[src/rtl/kgp_seq_pkg.sv]
// Shared definitions for the KGP_RISC instruction sequencer.
// Contents: opcode constants, the branch-class enum, the FSM state encoding,
// the flag register layout and the opcode-to-branch-class decoder.
package kgp_seq_pkg;

  localparam logic [5:0] OP_BR   = 6'b010010;
  localparam logic [5:0] OP_BLTZ = 6'b010011;
  localparam logic [5:0] OP_BZ   = 6'b010100;
  localparam logic [5:0] OP_BNZ  = 6'b010101;
  localparam logic [5:0] OP_B    = 6'b100000;
  localparam logic [5:0] OP_BL   = 6'b100001;
  localparam logic [5:0] OP_BCY  = 6'b100010;
  localparam logic [5:0] OP_BNCY = 6'b100011;
  localparam logic [5:0] OP_HALT = 6'b111111;

  typedef enum logic [1:0] {CLS_SEQ, CLS_COND, CLS_LABEL, CLS_REG} br_class_e;

  typedef enum logic [2:0] {ST_IDLE, ST_FETCH, ST_EXEC, ST_UPDATE, ST_HALT} state_e;

  typedef struct packed {
    logic carry;
    logic zero;
    logic sign;
  } flags_t;

  // Any opcode not listed here is plain sequential (halt included; the
  // sequencer handles halt separately).
  function automatic br_class_e decode_class(input logic [5:0] op);
    br_class_e cls;
    case (op)
      OP_BLTZ, OP_BZ, OP_BNZ:           cls = CLS_COND;
      OP_B, OP_BL, OP_BCY, OP_BNCY:     cls = CLS_LABEL;
      OP_BR:                            cls = CLS_REG;
      default:                          cls = CLS_SEQ;
    endcase
    return cls;
  endfunction

endpackage

[src/rtl/pc_sequencer_next_pc_unit.sv]
// next_pc_unit: combinational next-PC resolution.
// Inputs : cls_i (branch class), flags_i, pc_i, instr_i (current instruction),
//          rs_i (register jump target).
// Outputs: npc_o (next PC), taken_o (branch taken), is_link_o (instruction is bl).
module next_pc_unit
  import kgp_seq_pkg::*;
#(
  parameter int PC_W = 32
) (
  input  br_class_e        cls_i,
  input  flags_t           flags_i,
  input  logic [PC_W-1:0]  pc_i,
  input  logic [31:0]      instr_i,
  input  logic [31:0]      rs_i,
  output logic [PC_W-1:0]  npc_o,
  output logic             taken_o,
  output logic             is_link_o
);

  logic [5:0]  op;
  logic [31:0] target;
  logic        taken;

  always_comb begin
    op     = instr_i[31:26];
    target = '0;
    taken  = 1'b0;
    case (cls_i)
      CLS_COND: begin
        target = {16'h0000, instr_i[15:0]};
        case (op)
          OP_BLTZ: taken = flags_i.sign;
          OP_BZ:   taken = flags_i.zero;
          OP_BNZ:  taken = ~flags_i.zero;
          default: taken = 1'b0;
        endcase
      end
      CLS_LABEL: begin
        target = {6'b000000, instr_i[25:0]};
        case (op)
          OP_B, OP_BL: taken = 1'b1;
          OP_BCY:      taken = flags_i.carry;
          OP_BNCY:     taken = ~flags_i.carry;
          default:     taken = 1'b0;
        endcase
      end
      CLS_REG: begin
        target = rs_i;
        taken  = 1'b1;
      end
      default: begin
        target = '0;
        taken  = 1'b0;
      end
    endcase
    // Targets and pc+1 both wrap to the PC width.
    npc_o     = taken ? target[PC_W-1:0] : pc_i + PC_W'(1);
    taken_o   = taken;
    is_link_o = (op == OP_BL);
  end

endmodule

[src/rtl/pc_sequencer.sv]
// pc_sequencer: instruction sequencer for KGP_RISC. Owns the PC, the
// carry/zero/sign flag register and the retired-instruction counter.
// Ports: clk_i/rst_i (async active-high reset); start_i kicks off fetching;
// imem_req_o/imem_addr_o/imem_ack_i/imem_data_i fetch handshake; instr_o and
// exec_start_o/exec_done_i hand-off to the datapath; flag_we_i + alu_*_i load
// flags; rs_data_i register jump target; link_we_o/link_data_o bl link write;
// halted_o; retired_cnt_o.
module pc_sequencer
  import kgp_seq_pkg::*;
#(
  parameter int              PC_W     = 32,
  parameter logic [PC_W-1:0] RESET_PC = '0
) (
  input  logic             clk_i,
  input  logic             rst_i,
  input  logic             start_i,
  output logic             imem_req_o,
  output logic [PC_W-1:0]  imem_addr_o,
  input  logic             imem_ack_i,
  input  logic [31:0]      imem_data_i,
  output logic [31:0]      instr_o,
  output logic             exec_start_o,
  input  logic             exec_done_i,
  input  logic             flag_we_i,
  input  logic             alu_carry_i,
  input  logic             alu_zero_i,
  input  logic             alu_sign_i,
  input  logic [31:0]      rs_data_i,
  output logic             link_we_o,
  output logic [31:0]      link_data_o,
  output logic             halted_o,
  output logic [31:0]      retired_cnt_o
);

  state_e           state_q;
  logic [PC_W-1:0]  pc_q;
  flags_t           flags_q;
  logic [31:0]      instr_q;
  logic [31:0]      rs_q;
  logic             req_q;
  logic             exec_start_q;
  logic             link_we_q;
  logic             halted_q;
  logic [31:0]      retired_q;

  br_class_e        cls;
  logic [PC_W-1:0]  npc_d;
  logic             taken;
  logic             is_link;
  logic             is_halt;
  logic [PC_W-1:0]  pc_inc;

  assign cls     = decode_class(instr_q[31:26]);
  assign is_halt = (instr_q[31:26] == OP_HALT);
  assign pc_inc  = pc_q + PC_W'(1);

  next_pc_unit #(.PC_W(PC_W)) u_npc (
    .cls_i     (cls),
    .flags_i   (flags_q),
    .pc_i      (pc_q),
    .instr_i   (instr_q),
    .rs_i      (rs_q),
    .npc_o     (npc_d),
    .taken_o   (taken),
    .is_link_o (is_link)
  );

  always_ff @(posedge clk_i or posedge rst_i) begin
    if (rst_i) begin
      state_q      <= ST_IDLE;
      pc_q         <= RESET_PC;
      flags_q      <= '0;
      instr_q      <= '0;
      rs_q         <= '0;
      req_q        <= 1'b0;
      exec_start_q <= 1'b0;
      link_we_q    <= 1'b0;
      halted_q     <= 1'b0;
      retired_q    <= '0;
    end else begin
      exec_start_q <= 1'b0;
      link_we_q    <= 1'b0;
      case (state_q)
        ST_IDLE: begin
          if (start_i) begin
            state_q <= ST_FETCH;
            req_q   <= 1'b1;
          end
        end
        ST_FETCH: begin
          if (imem_ack_i) begin
            instr_q      <= imem_data_i;
            req_q        <= 1'b0;
            exec_start_q <= 1'b1;
            state_q      <= ST_EXEC;
          end
        end
        ST_EXEC: begin
          if (flag_we_i) begin
            flags_q <= '{carry: alu_carry_i, zero: alu_zero_i, sign: alu_sign_i};
          end
          if (exec_done_i) begin
            rs_q      <= rs_data_i;
            // Pulse lands in the UPDATE cycle, while pc still holds this instruction's address.
            link_we_q <= is_link;
            state_q   <= ST_UPDATE;
          end
        end
        ST_UPDATE: begin
          retired_q <= retired_q + 32'd1;
          if (is_halt) begin
            halted_q <= 1'b1;
            state_q  <= ST_HALT;
          end else begin
            pc_q    <= npc_d;
            req_q   <= 1'b1;
            state_q <= ST_FETCH;
          end
        end
        ST_HALT: begin
          state_q <= ST_HALT;
        end
        default: begin
          state_q <= ST_IDLE;
        end
      endcase
    end
  end

  assign imem_req_o    = req_q;
  assign imem_addr_o   = pc_q;
  assign instr_o       = instr_q;
  assign exec_start_o  = exec_start_q;
  assign link_we_o     = link_we_q;
  assign link_data_o   = 32'(pc_inc);
  assign halted_o      = halted_q;
  assign retired_cnt_o = retired_q;

endmodule

[config.mk]
export PLATFORM = sky130hd
export DESIGN_NAME = pc_sequencer
export DESIGN_NICKNAME = d
export VERILOG_FILES = /design/src/rtl/kgp_seq_pkg.sv /design/src/rtl/pc_sequencer_next_pc_unit.sv /design/src/rtl/pc_sequencer.sv
export SDC_FILE = /design/constraint.sdc
export NUM_CORES = 1
export LEC_CHECK = 0
export ABC_AREA = 1
export BUFFER_PORTS_ARGS = -buffer_cell sky130_fd_sc_hd__buf_4
export CAP_MARGIN = 30
export CELL_PAD_IN_SITES_DETAIL_PLACEMENT = 1
export CELL_PAD_IN_SITES_GLOBAL_PLACEMENT = 1
export CORE_ASPECT_RATIO = 1.75
export CORE_MARGIN = 2
export CORE_UTILIZATION = 34
export CTS_CLUSTER_DIAMETER = 60
export DETAILED_ROUTE_END_ITERATION = 8
export HOLD_SLACK_MARGIN = 0.02
export PLACE_DENSITY_LB_ADDON = 0.08
export SLEW_MARGIN = 20
export SYNTH_ARGS = -nofsm -noshare
export SYNTH_HDL_FRONTEND = slang
export SYNTH_SLANG_ARGS = --single-unit
[constraint.sdc]
create_clock -name clk_i -period 4.4 [get_ports clk_i]
set_input_delay 0.88 -clock clk_i [delete_from_list [all_inputs] [get_ports clk_i]]
set_output_delay 0.88 -clock clk_i [all_outputs]
set_load 0.005 [all_outputs]
---- Yosys cells after proc, flatten, opt, wreduce, memory -nomap -nowiden ----
Cells that the tools add are included.
word-level totals
  flip-flop bits (word level) ............. 138
  output and inout port bits .............. 132
cells by class
  $add $sub $neg .......................... 2
  equal/unequal tests ..................... 20
  mux-type cells .......................... 19
  bitwise gates (word level) .............. 3
  reduce and logical (&&, ||, !) cells .... 12
operators with widths
  cell                                                                   count
  32-bit case mux with 3 select lines                                    1
  32-bit by 1-bit adder with 32-bit output, second input constant        2
  32-bit 2-to-1 mux                                                      1
  6-bit equality test, second input constant                             5
  6-bit by 5-bit equality test with 1-bit output, second input constant  4
  3-bit case mux with 5 select lines                                     1
  3-bit 2-to-1 mux                                                       4
  1-bit case mux with 3 select lines                                     4
  2-bit AND reduction                                                    5
  2-bit inequality test, second input constant                           4
  1-bit 2-to-1 mux                                                       7
  3-bit by 2-bit equality test with 1-bit output, second input constant  2
  2-bit case mux with 3 select lines                                     1
  2-bit equality test, second input constant                             2
  4-bit AND reduction                                                    1
  4-bit OR reduction                                                     1
  3-bit by 1-bit equality test with 1-bit output, second input constant  1
  3-bit equality test, second input constant                             1
  3-bit zero test                                                        1
  1-bit NOT                                                              3
  3-bit AND reduction                                                    1
  3-bit nonzero test                                                     1
  3-bit OR reduction                                                     1
  2-bit by 1-bit equality test with 1-bit output, second input constant  1
  2-bit OR reduction                                                     1

---- Logic depth before layout (Yosys ltp) ----
  word-level depth ........................ 6
  gate-level depth with buffers ........... 12
  mapped depth without buffers ............ 11

---- By module ----
Synthesis repeated with hierarchy kept, for this count alone.
unflattened totals
  cell total of the unflattened synthesis .. 1,300
  area total of the unflattened synthesis .. 8,622.0 µm²
by module, submodules not included
  module        seq. area each (µm²)  instances  area an instance (µm²)  cells an instance
  pc_sequencer  3,453.3               1          6,712.7                 863
  next_pc_unit  0.0                   1          1,909.3                 437

---- Worst setup path before layout ----
OpenSTA, ideal clock, no wires.
  path type ............................... register to output
  from .................................... register pc_q[0] (netlist: imem_addr_o[0])
  to ...................................... output link_data_o[30]
  buffers on the path ..................... 0
  required time ........................... 3.520 ns
  cell stages (with the launch flop) ...... 9
  arrival time ............................ 1.337 ns
  slack ................................... 2.183 ns
  cells stage by stage .................... dfrtp_1 > ha_1 > nand2_1 > nor2_2 > inv_1 > nor2_1 > nand2_1 > nand2_1 > nand2_1
on the way
  cells in the longest elaborated chain, start to end .. 1
RTL lines
  item                                      line                 source
  start: declaration                        pc_sequencer.sv:36   logic [PC_W-1:0] pc_q;
  start signal: assignment                  pc_sequencer.sv:115  pc_q <= npc_d;
  32-bit by 1-bit adder with 32-bit output  pc_sequencer.sv:55   assign pc_inc = pc_q + PC_W'(1);
  end: declaration                          pc_sequencer.sv:30   output logic [31:0] link_data_o,
Every way passes these cells.

---- Worst setup path after layout ----
  from .................................... register pc_q[0] (netlist: imem_addr_o[0])
  to ...................................... output link_data_o[28]
The elaborated chain is that of the path after synthesis.

==> results.json <==
{
  "synth_area_leaders": "dfrtp_1, nand2_1, nor2_1, inv_1, o21ai_0",
  "drv_slew": 0,
  "die_area_mm2": 0.0239,
  "period_minus_slack_ns": 3.18,
  "outcome": "completed",
  "dr.pass1.iters": 4,
  "cts_hold_buffers": 0,
  "async_reset_ff_share_pct": 100,
  "hold_viol_final": 0,
  "synthDistinctLibCells": 30,
  "worst_pin_slew_ns": 0.826,
  "synth.top_cells.by_count": "nand2_1, nor2_1, dfrtp_1",
  "clkLatencyLatePin_ns": 0.43,
  "cts_sinks": 138,
  "fmax_mhz": 314,
  "grt_usage_pct": 24.5,
  "fin_tns_setup_ns": 0,
  "power_leakage_nw": 5.18,
  "synthFlopType": "dfrtp_1",
  "ys_seq_area_share_pct": 45.0,
  "drive_gt1_share_pct": 19.5,
  "finalCritPeriodShare_pct": 72.3,
  "clockBufferDepth": 2,
  "crit_type": "flop to primary output",
  "finalNetCount": 1394,
  "finalPower_mw": 5.91,
  "yosysMostFrequentCell": "nand2_1",
  "wire_per_inst_um": 17.4,
  "yosys_warnings": 0,
  "critPathArrivalTime_ns": 2.30,
  "via_per_inst": 4.79,
  "synth.avg_cell_area_um2": 6.85,
  "start_util_pct": 34.7,
  "cp-start-kind": "flop",
  "synth_top_area_cell": "dfrtp_1",
  "cts_setup_buffers": 0,
  "synth_edf_count": 0,
  "grt_max_degree": 139,
  "irDropWorstVdd_uv": 261,
  "synth.ff_latch_count": 138,
  "global_route.overflow_total": 0,
  "critPathMaxFanout": 8,
  "synthDominantCellAreaShare_pct": 45.0,
  "worstPathRequired_ns": 3.52,
  "die_width_um": 118,
  "finClkSkew_ns": 0.00605,
  "num_vias": 7811,
  "chipHeight_um": 203,
  "cts_buffers": 17,
  "routed_wl_mm": 28.4,
  "synth_area_mm2": 0.00768,
  "rsz0062_at_grt": "false",
  "core.rowCount": 72,
  "grt_pass1_wl_mm": 44.7,
  "grt_pass1_vias": 8437,
  "cts_tree": "yes",
  "drt_iter0_drc": 240,
  "relSlewSlack_pct": 44.8,
  "gp_routability_congestion": 0.915,
  "cp-end-kind": "primary output",
  "syn_inst": 1121,
  "syn_nets": 1196,
  "pin_count": 205,
  "antenna_left": 0,
  "cts.clk_slew.worst_paths_ns": 0.06,
  "core-area_mm2": 0.0222,
  "dp_hpwl_mm": 22.7,
  "htreeDepth": 4,
  "grt_antenna_before_repair": 1,
  "cts_resized": 0,
  "drc": 0,
  "final-setup-viol-count": 0,
  "port_buffers": 204,
  "syn_to_final_growth_pct": 31.4,
  "power_density_mw_per_mm2": 586,
  "clk_root_buffer_cell": "clkbuf_16",
  "hp-class": "flop to flop",
  "max_cap_viol_count": 0
}
## registers in the layout, indices dropped and copies added, names as in the netlist
register / cells
retired_cnt_o: 32
exec_start_o: 1
link_we_o: 1
halted_o: 1
rs_q: 32
flags_q: 3
imem_addr_o: 32
instr_o: 32
state_q: 3
imem_req_o: 1
## final cells by class
| type | count | area [µm²] |
|---|---|---|
| fillers | 2962 | 12100 |
| multi-input cells | 848 | 3690 |
| flip-flops and latches | 138 | 3450 |
| repair buffers | 211 | 1600 |
| clock buffers | 21 | 480 |
| inverters | 103 | 390 |
| well taps | 296 | 370 |
| clock inverters | 11 | 95.1 |
| diodes | 1 | 2.50 |
## final timing paths
check | to | cells after the start | from | slack [ns]
max in group asynchronous | imem_addr_o[5]$_DFFE_PP0P_ | 3 | rst_i | 3.13
min in group asynchronous | halted_o$_DFFE_PP0P_ | 3 | rst_i | 0.66
min reg2reg | rs_q[18]$_DFFE_PP0P_ | 2 | rs_q[18]$_DFFE_PP0P_ | 0.47
max reg2reg | retired_cnt_o[26]$_DFFE_PP0N_ | 7 | state_q[2]$_DFFE_PP0P_ | 1.93
min | rs_q[18]$_DFFE_PP0P_ | 2 | rs_q[18]$_DFFE_PP0P_ | 0.47
max | link_data_o[28] | 9 | imem_addr_o[0]$_DFFE_PP0P_ | 1.22
## placed cells by master (no fill, tap or decap), drive strengths merged, types with 2 or more instances in the layout
master	netlist	layout
nand2	498	498
buf	23	211
nor2	147	147
dfrtp	138	138
inv	102	101
o21ai	71	71
nand3	52	52
xor2	21	21
clkbuf	9	21
nand3b	18	18
xnor2	12	12
nor3	12	12
clkinv	1	8
nand4	7	7
clkinvlp	0	4
a21oi	3	3
or2	2	2
ha	2	2
## critical path: stages, from the launching register on
cell     delay (ns)
dfrtp_1        0.49
ha_1           0.25
inv_1          0.08
nor2_2         0.21
inv_1          0.08
nor2_1         0.39
nand2_1        0.10
nand2_1        0.09
nand2_1        0.05
buf_4          0.13
## routing by layer
metal	routed length, µm	global-route usage [%]	part of all wire [%]	up-vias
met3	1490	6.69	5.2	50
li1	-	-	-	3843
met4	1220	12.6	4.3	0
met1	9490	22.4	33	3748
met2	16200	48.3	57	170
met5	0	0	0	-
## power breakdown
group	switching, mW	internal [mW]
clock	0.576	0.833
sequential	0.420	1.71
combinational	1.38	0.995
total	2.37	3.54
## cell families (layout without fill, tap and decap cells)
family	count (synthesis)	after routing	synth area share (%)
buf+inv	135	346	7.23
mux	1	1	0.147
other cells	0	1	0
compound gates	76	76	5.00
fa+ha+maj	2	2	0.326
simple gates	736	736	38.6
flops	138	138	45.0
xor+xnor	33	33	3.76
## metrics by stage
step / std cells / worst slack [ns] / utilization, % / area (µm²) / hold WS, ns
floorplan: 1121 / 1.80 / - / 7680 / 0.442
global placement: 1595 / 1.73 / 42.9 / 9500 / 0.454
detailed placement: 1596 / 1.68 / 42.9 / 9510 / 0.459
CTS: 1628 / 1.20 / 45.5 / 10100 / 0.474
global route: 1629 / 0.998 / 45.5 / 10100 / 0.504
finish: 1629 / 1.22 / 45.5 / 10100 / 0.472
(Power assumes the default switching activity.)
